===== src/rtl/mem_arbiter.sv =====
// Two-requester (instruction fetch / data access) arbiter onto one shared memory port.
// Round-robin on contention, single outstanding command, wait-cycle timeout with error pulse.
module mem_arbiter #(
  parameter int AW      = 32,
  parameter int DW      = 32,
  parameter int TIMEOUT = 15
) (
  input  logic          clk,
  input  logic          reset,
  input  logic          i_req,
  input  logic [AW-1:0] i_addr,
  output logic [DW-1:0] i_rdata,
  output logic          i_ack,
  input  logic          d_req,
  input  logic          d_we,
  input  logic [AW-1:0] d_addr,
  input  logic [DW-1:0] d_wdata,
  output logic [DW-1:0] d_rdata,
  output logic          d_ack,
  output logic          m_req,
  output logic          m_we,
  output logic [AW-1:0] m_addr,
  output logic [DW-1:0] m_wdata,
  input  logic [DW-1:0] m_rdata,
  input  logic          m_ready,
  output logic          err,
  output logic          busy
);

  typedef enum logic [1:0] {IDLE, BUSY_I, BUSY_D} state_t;
  typedef enum logic {GRANT_I, GRANT_D} grant_t;

  localparam logic [7:0] TO_LIM = 8'(TIMEOUT);

  state_t        state_q, state_d;
  grant_t        last_q, last_d;
  logic [7:0]    cnt_q, cnt_d;
  logic          m_req_q, m_req_d;
  logic          m_we_q, m_we_d;
  logic [AW-1:0] m_addr_q, m_addr_d;
  logic [DW-1:0] m_wdata_q, m_wdata_d;
  logic [DW-1:0] i_rdata_q, i_rdata_d;
  logic [DW-1:0] d_rdata_q, d_rdata_d;
  logic          i_ack_q, i_ack_d;
  logic          d_ack_q, d_ack_d;
  logic          err_q, err_d;
  logic          busy_q, busy_d;
  logic          i_eff, d_eff, pick_d;

  // A requester acked this cycle is masked so a held request is not re-granted immediately.
  assign i_eff  = i_req & ~i_ack_q;
  assign d_eff  = d_req & ~d_ack_q;
  assign pick_d = d_eff & (~i_eff | (last_q == GRANT_I));

  always_comb begin
    state_d   = state_q;
    last_d    = last_q;
    cnt_d     = cnt_q;
    m_req_d   = m_req_q;
    m_we_d    = m_we_q;
    m_addr_d  = m_addr_q;
    m_wdata_d = m_wdata_q;
    i_rdata_d = i_rdata_q;
    d_rdata_d = d_rdata_q;
    i_ack_d   = 1'b0;
    d_ack_d   = 1'b0;
    err_d     = 1'b0;

    unique case (state_q)
      IDLE: begin
        if (i_eff || d_eff) begin
          m_req_d   = 1'b1;
          m_addr_d  = pick_d ? d_addr : i_addr;
          m_we_d    = pick_d & d_we;
          m_wdata_d = d_wdata;
          last_d    = pick_d ? GRANT_D : GRANT_I;
          cnt_d     = '0;
          state_d   = pick_d ? BUSY_D : BUSY_I;
        end
      end
      BUSY_I, BUSY_D: begin
        if (m_ready) begin
          m_req_d = 1'b0;
          cnt_d   = '0;
          state_d = IDLE;
          if (state_q == BUSY_I) begin
            i_ack_d   = 1'b1;
            i_rdata_d = m_rdata;
          end else begin
            d_ack_d = 1'b1;
            if (!m_we_q) d_rdata_d = m_rdata;
          end
        end else if (cnt_q + 8'd1 == TO_LIM) begin
          // Abort on the TIMEOUT-th unanswered cycle: m_req stays high exactly TIMEOUT cycles.
          m_req_d = 1'b0;
          cnt_d   = '0;
          err_d   = 1'b1;
          state_d = IDLE;
          if (state_q == BUSY_I) i_ack_d = 1'b1;
          else                   d_ack_d = 1'b1;
        end else begin
          cnt_d = cnt_q + 8'd1;
        end
      end
      default: state_d = IDLE;
    endcase

    busy_d = (state_d != IDLE);
  end

  always_ff @(posedge clk) begin
    if (!reset) begin
      state_q   <= IDLE;
      last_q    <= GRANT_I;
      cnt_q     <= '0;
      m_req_q   <= 1'b0;
      m_we_q    <= 1'b0;
      m_addr_q  <= '0;
      m_wdata_q <= '0;
      i_rdata_q <= '0;
      d_rdata_q <= '0;
      i_ack_q   <= 1'b0;
      d_ack_q   <= 1'b0;
      err_q     <= 1'b0;
      busy_q    <= 1'b0;
    end else begin
      state_q   <= state_d;
      last_q    <= last_d;
      cnt_q     <= cnt_d;
      m_req_q   <= m_req_d;
      m_we_q    <= m_we_d;
      m_addr_q  <= m_addr_d;
      m_wdata_q <= m_wdata_d;
      i_rdata_q <= i_rdata_d;
      d_rdata_q <= d_rdata_d;
      i_ack_q   <= i_ack_d;
      d_ack_q   <= d_ack_d;
      err_q     <= err_d;
      busy_q    <= busy_d;
    end
  end

  assign m_req   = m_req_q;
  assign m_we    = m_we_q;
  assign m_addr  = m_addr_q;
  assign m_wdata = m_wdata_q;
  assign i_rdata = i_rdata_q;
  assign d_rdata = d_rdata_q;
  assign i_ack   = i_ack_q;
  assign d_ack   = d_ack_q;
  assign err     = err_q;
  assign busy    = busy_q;

endmodule


===== config.mk =====
export PLATFORM = sky130hd
export DESIGN_NAME = mem_arbiter
export DESIGN_NICKNAME = d
export VERILOG_FILES = /design/src/rtl/mem_arbiter.sv
export SDC_FILE = /design/constraint.sdc
export NUM_CORES = 1
export LEC_CHECK = 0
export CAP_MARGIN = 20
export CORE_UTILIZATION = 40
export CTS_BUF_LIST = sky130_fd_sc_hd__clkbuf_2 sky130_fd_sc_hd__clkbuf_4 sky130_fd_sc_hd__clkbuf_8
export CTS_CLUSTER_SIZE = 28
export DETAILED_ROUTE_END_ITERATION = 7
export PLACE_DENSITY_LB_ADDON = 0.3
export SLEW_MARGIN = 10
export SYNTH_ARGS = -nofsm -noshare
export SYNTH_HDL_FRONTEND = slang
export SYNTH_SLANG_ARGS = --single-unit

===== constraint.sdc =====
create_clock -name clk -period 2.2 [get_ports clk]
set_input_delay 0.33 -clock clk [delete_from_list [all_inputs] [get_ports clk]]
set_output_delay 0.33 -clock clk [all_outputs]
set_load 0.01 [all_outputs]

After elaboration in Yosys (flattened, before gate mapping)
Cells that the tools add are included.

Bits in registers: 145. Latch bits: 0. RAM bits: 0. Bits in read-only memories: 0. Input bits: 134. Memories: 0.

Add/sub/neg operators: 1. Multipliers: 0. Divide/modulo/power cells: 0. Order comparisons: 0. Equal/unequal tests: 5. Shift operators: 0. Mux-type cells: 22. Bitwise logic cells: 13. Reduce and logical (&&, ||, !) cells: 12.

Operator list (count): 32-bit 2-to-1 mux (1); 8-bit 2-to-1 mux (3); 8-bit case mux with 2 select lines (1); 1-bit 2-to-1 mux (11); 8-bit by 1-bit adder with 8-bit output (second input constant) (1); 8-bit by 4-bit equality test with 1-bit output (second input constant) (1); 2-bit 2-to-1 mux (4); 1-bit NOT (8); 2-bit AND reduction (3); 3-bit AND reduction (2); 1-bit AND (4); 2-bit case mux with 2 select lines (1); 4-bit AND reduction (1); 2-bit nonzero test (2); 3-bit inequality test (second input constant) (1); 3-bit OR reduction (1); 2-bit by 1-bit equality test with 1-bit output (second input constant) (1); 2-bit equality test (second input constant) (1); 2-bit zero test (1); 2-bit inequality test (second input constant) (1); 1-bit case mux with 2 select lines (1); 2-bit OR reduction (1); 1-bit logical OR (1); 1-bit OR (1).

Logic depth before layout (Yosys ltp)
Depth in word-level cells: 9. Mapped depth: 8.

Least setup slack after synthesis
No wires, ideal clock.

Path kind: register -> register. Start point: register state_q[0]. End point: register cnt_q[3]. Data arrival time: 1.562 ns. Data required time: 2.085 ns. Path slack: 0.522 ns. Stages on the path, launching flop included: 8. Buffers on the path: 0. Clock period less this slack: 1.678 ns. Cell sequence: dfxtp_1 inv_1 ha_1 and2b_2 o21ai_0 o22a_4 o21ai_2 a31o_1.

Word-level cells in the longest chain between the ends: 4. Elaborated cells on any way between the ends: 8. Classes of those cells: eq/ne: 3; mux: 1; reduce/logical: 4.

Ends and longest elaborated chain: start: declaration (line 35) `state_t state_q, state_d;`; start signal: assignment (line 127) `state_q <= state_d;`; 2-bit by 1-bit equality test with 1-bit output or 2-bit equality test (tied branches) (line 69) `unique case (state_q)`; 2-bit OR reduction (line 69); 2-bit nonzero test (no line); 2-bit AND reduction (no line); end signal: assignment (line 129) `cnt_q <= cnt_d;`; end: declaration (line 37) `logic [7:0] cnt_q, cnt_d;`.

Several ways; a longest one is shown, not always the timed one. A chain may end at the register's enable or synchronous reset.

Worst setup path in the final report
Start point: register state_q[0]. End point: register busy_q, in the netlist busy.

Word-level cells in the longest chain between the ends: 4. Elaborated cells on any way between the ends: 9. Classes of those cells: eq/ne: 2; mux: 4; reduce/logical: 3.

Ends and longest elaborated chain: 2-bit by 1-bit equality test with 1-bit output (tied with other cells) (line 69); 2-bit OR reduction or 2-bit 2-to-1 mux (tied branches) (line 69, 82); 2-bit case mux with 2 select lines * (line 69); 2-bit nonzero test * (line 108) `busy_d = (state_d != IDLE);`; end signal: assignment (line 139) `busy_q <= busy_d;`; end: declaration (line 47) `logic busy_q, busy_d;`.

Mark *: on every way between the ends. The rest lies on a longest branch, timed or not.

==> impl_results.md <==
- Primary FF master, synth: dfxtp_1
- Clk sinks: between 100 and 150
- Sequential cell area fraction in the yosys report: 48.2%
- Share of cells above drive strength 1: 6.82%
- Initial Util: 41.3%
- Iteration-0 DRC Markers: around 260
- CP delay by family, top: compound AO/OA/AOI/OAI gates
- Synth Cell Area: 6020 um2
- Vias in the first global route: 5400
- Worst VDD drop: between 500 and 600 uV
- CP Depth: 5
- Hold WC Path Type: in -> reg
- Layout Skew: 0.0122 ns
- Initial antenna violation count: 0
- Fin. Hold Viols: 0
- Die W: 125 um
- Crit end category: register
- N_diodes: 0
- Fin Setup TNS: 0 ns
- CP Cell Sequence: inv_1 -> ha_1 -> or2b_2 -> o22a_4 -> a211oi_1
- Post-synthesis mux area share: under 10%
- Final worst slack: 0.387 ns
- Drt total wl: between 15000 and 20000 um
- Pwr/cell area: a little over 800 nW/um2
- Area of the multi-input gates: 2860 um2
- Post-Synth Simple-Gate Area: a little under 20%
- Rel. slew slack: between 70% and 80%
- Dpl cells: 1091
- Drt drc: 0
- Worst Path Class, Setup: reg -> reg
- Via count: approximately 5.5k
- Die area: 15500 um2
- Yosys synthesis warning count: 0
- Xor/xnor share of the synthesized area: 0%
- IO Pins: 268
- Share of async-settable or async-resettable flops after synthesis: 0%
- Fin crit share: between 80% and 90%
- Buf/Inv on CP: 1
- RSZ-0062 raised after global routing: no
- Cells after Synth: 673
- Commonest non-fill, non-tap cell in the layout: clkdlybuf4s50_1
- Met2 usage in global routing: 39.4%
- Final #Nets: 1065
- Worst hold path stage count: 2
- Max-Cap Viols: 0
- Largest family of logic cells by synthesized area: compound AO/OA/AOI/OAI gates
- Largest net degree at the start of global routing: 42
- Global-route wire length before repair: 27400 um
- Leak pwr: 3.73 nW
- Compound-Gate Fraction of Synth Area: 21.9%
- Final Util: 63.8%
- Worst-Margin Slew: around 0.41 ns
- Buffers inserted by post-CTS timing repair: 0
- Worst Reg-to-Reg Cells: 5
- CP startpoint: state_q[0]
- CTS tree: done
- Reg2reg start: state_q[0]
- Final std cells w/o fill: 1123
- Post-cts sizing count: 0
- Total track usage: 22.1%
- # port buffers: 267
- Vias per Instance: 4.89
- Most frequent cells in the layout: clkdlybuf4s50_1 (266), nand2_1 (235), dfxtp_1 (145)
- Iteration count of the initial detailed-routing pass: 4
- Hold_buf cts: 0
- CP Launch Type: register
- Sequential cell area: 2900 um2
- CP max stage delay: 0.41 ns
- Synth Area in Adders: 1.04%
- Dpl ws: ~0.14 ns
- Final setup viols: 0
- H-tree Lvls: 4
- Worst path slowest cell: dfxtp_1
- Status: complete, no violations
- Arr. time, crit path: approximately 2.2 ns
- Routed WL per cell: about 15 um
- GR Util met3: 7.17%
- WP data required: 2.53 ns
- Final Critical Period: 1.81 ns
- Clock Path Buffers: 2
- Average size of a mapped cell: 8.94 um2
- Root buf cell: clkbuf_8
- TritonCTS Buffers: 17
- Final HPWL DP: 12000 um
- Overall Power: 7.57 mW
- Fillers: 1283
- Max Slew Vio Count: 0
- Post-synth net total: between 800 and 900
- Crit Path Max Fanout: 9
- Clk_lat worst skew: 0.44 ns
- Grt ovf: 0
- F_max: 0.551 GHz
- Post-DRT Antenna Nets: 0
- Die Y-Extent: 125 um
- Post-synth EDFFs: 0
- Row count: 44
- Hold wc startpoint: reset
- GP Congestion: roughly 0.8
- GR Util met1: 24.4%
- Busiest grt layer: met2
- Syn-to-layout area delta: 54.6%
- Netlist cell types: 50
- Yosys reg bits: about 150
- Clock-pin slew on the worst setup and hold paths: about 0.08 ns
- Core Region: 14600 um2
worst paths after layout:
path                  to  slack [ns]
max                 busy        0.39
min reg2reg  d_rdata[17]        0.46
min             cnt_q[6]        0.34
max reg2reg         busy        0.39
registers in the layout, indices dropped and copies added, names as in the netlist:
signal,count
err,1
m_addr,32
m_wdata,32
cnt_q,8
busy,1
state_q,2
d_ack,1
m_req,1
d_rdata,32
i_ack,1
m_we,1
i_rdata,32
last_q,1
layer usage:
layer / routed length (um) / vias up
met5: 0 / -
met4: 293 / 0
met3: 1240 / 21
met2: 8490 / 184
met1: 6830 / 2523
li1: - / 2769
report_power, final:
part	internal, mW	switching (mW)
Sequential	2.98	0.187
Combinational	1.34	1.16
Clock	0.823	1.08
area by class of cell:
| type | instances | area share (%) |
|---|---|---|
| repair buffers | 283 | 31.6 |
| flip-flops and latches | 145 | 31.2 |
| multi-input cells | 474 | 30.8 |
| clock buffers | 18 | 2.66 |
| well taps | 184 | 2.47 |
| clock inverters | 14 | 1.13 |
| inverters | 5 | 0.202 |
per-stage QoR:
stage / area, um2 / hold WS, ns
global placement: 8950 / 0.441
finish: 9310 / 0.341
floorplan: 6020 / 0.465
detailed placement: 8950 / 0.448
CTS: 9310 / 0.307
global route: 9310 / 0.326
synthesized netlist by cell type, types with 2 or more instances:
cell	instances	area, um2
nand4b_1	2	17.5
nand3_1	6	30.0
o211ai_1	2	15.0
buf_6	3	33.8
and3_1	2	12.5
a21oi_1	3	15.0
o211a_1	32	320
nand2b_1	5	31.3
nor2_1	5	18.8
ha_1	5	62.6
nand2b_4	2	27.5
nor2b_1	3	18.8
buf_2	15	75.1
inv_1	5	18.8
a21boi_0	94	706
a21o_1	2	15.0
mux2i_1	32	320
o21ai_0	6	30.0
nand2_1	235	882
a21boi_1	5	37.5
clkbuf_1	28	105
dfxtp_1	145	2900
nand3b_1	2	15.0
nor3_1	4	20.0
a211oi_1	3	22.5
o21a_1	3	22.5
kinds of logic (layout without fill, tap and decap cells):
| kind of cell | Yosys count | count (layout) |
|---|---|---|
| AO/OA/AOI/OAI | 161 | 161 |
| flip-flops | 145 | 145 |
| adder cells (fa/ha/maj) | 5 | 5 |
| multiplexers | 32 | 32 |
| buffers and inverters | 54 | 320 |
| AND/OR/NAND/NOR | 276 | 276 |
(Power assumes the default switching activity.)
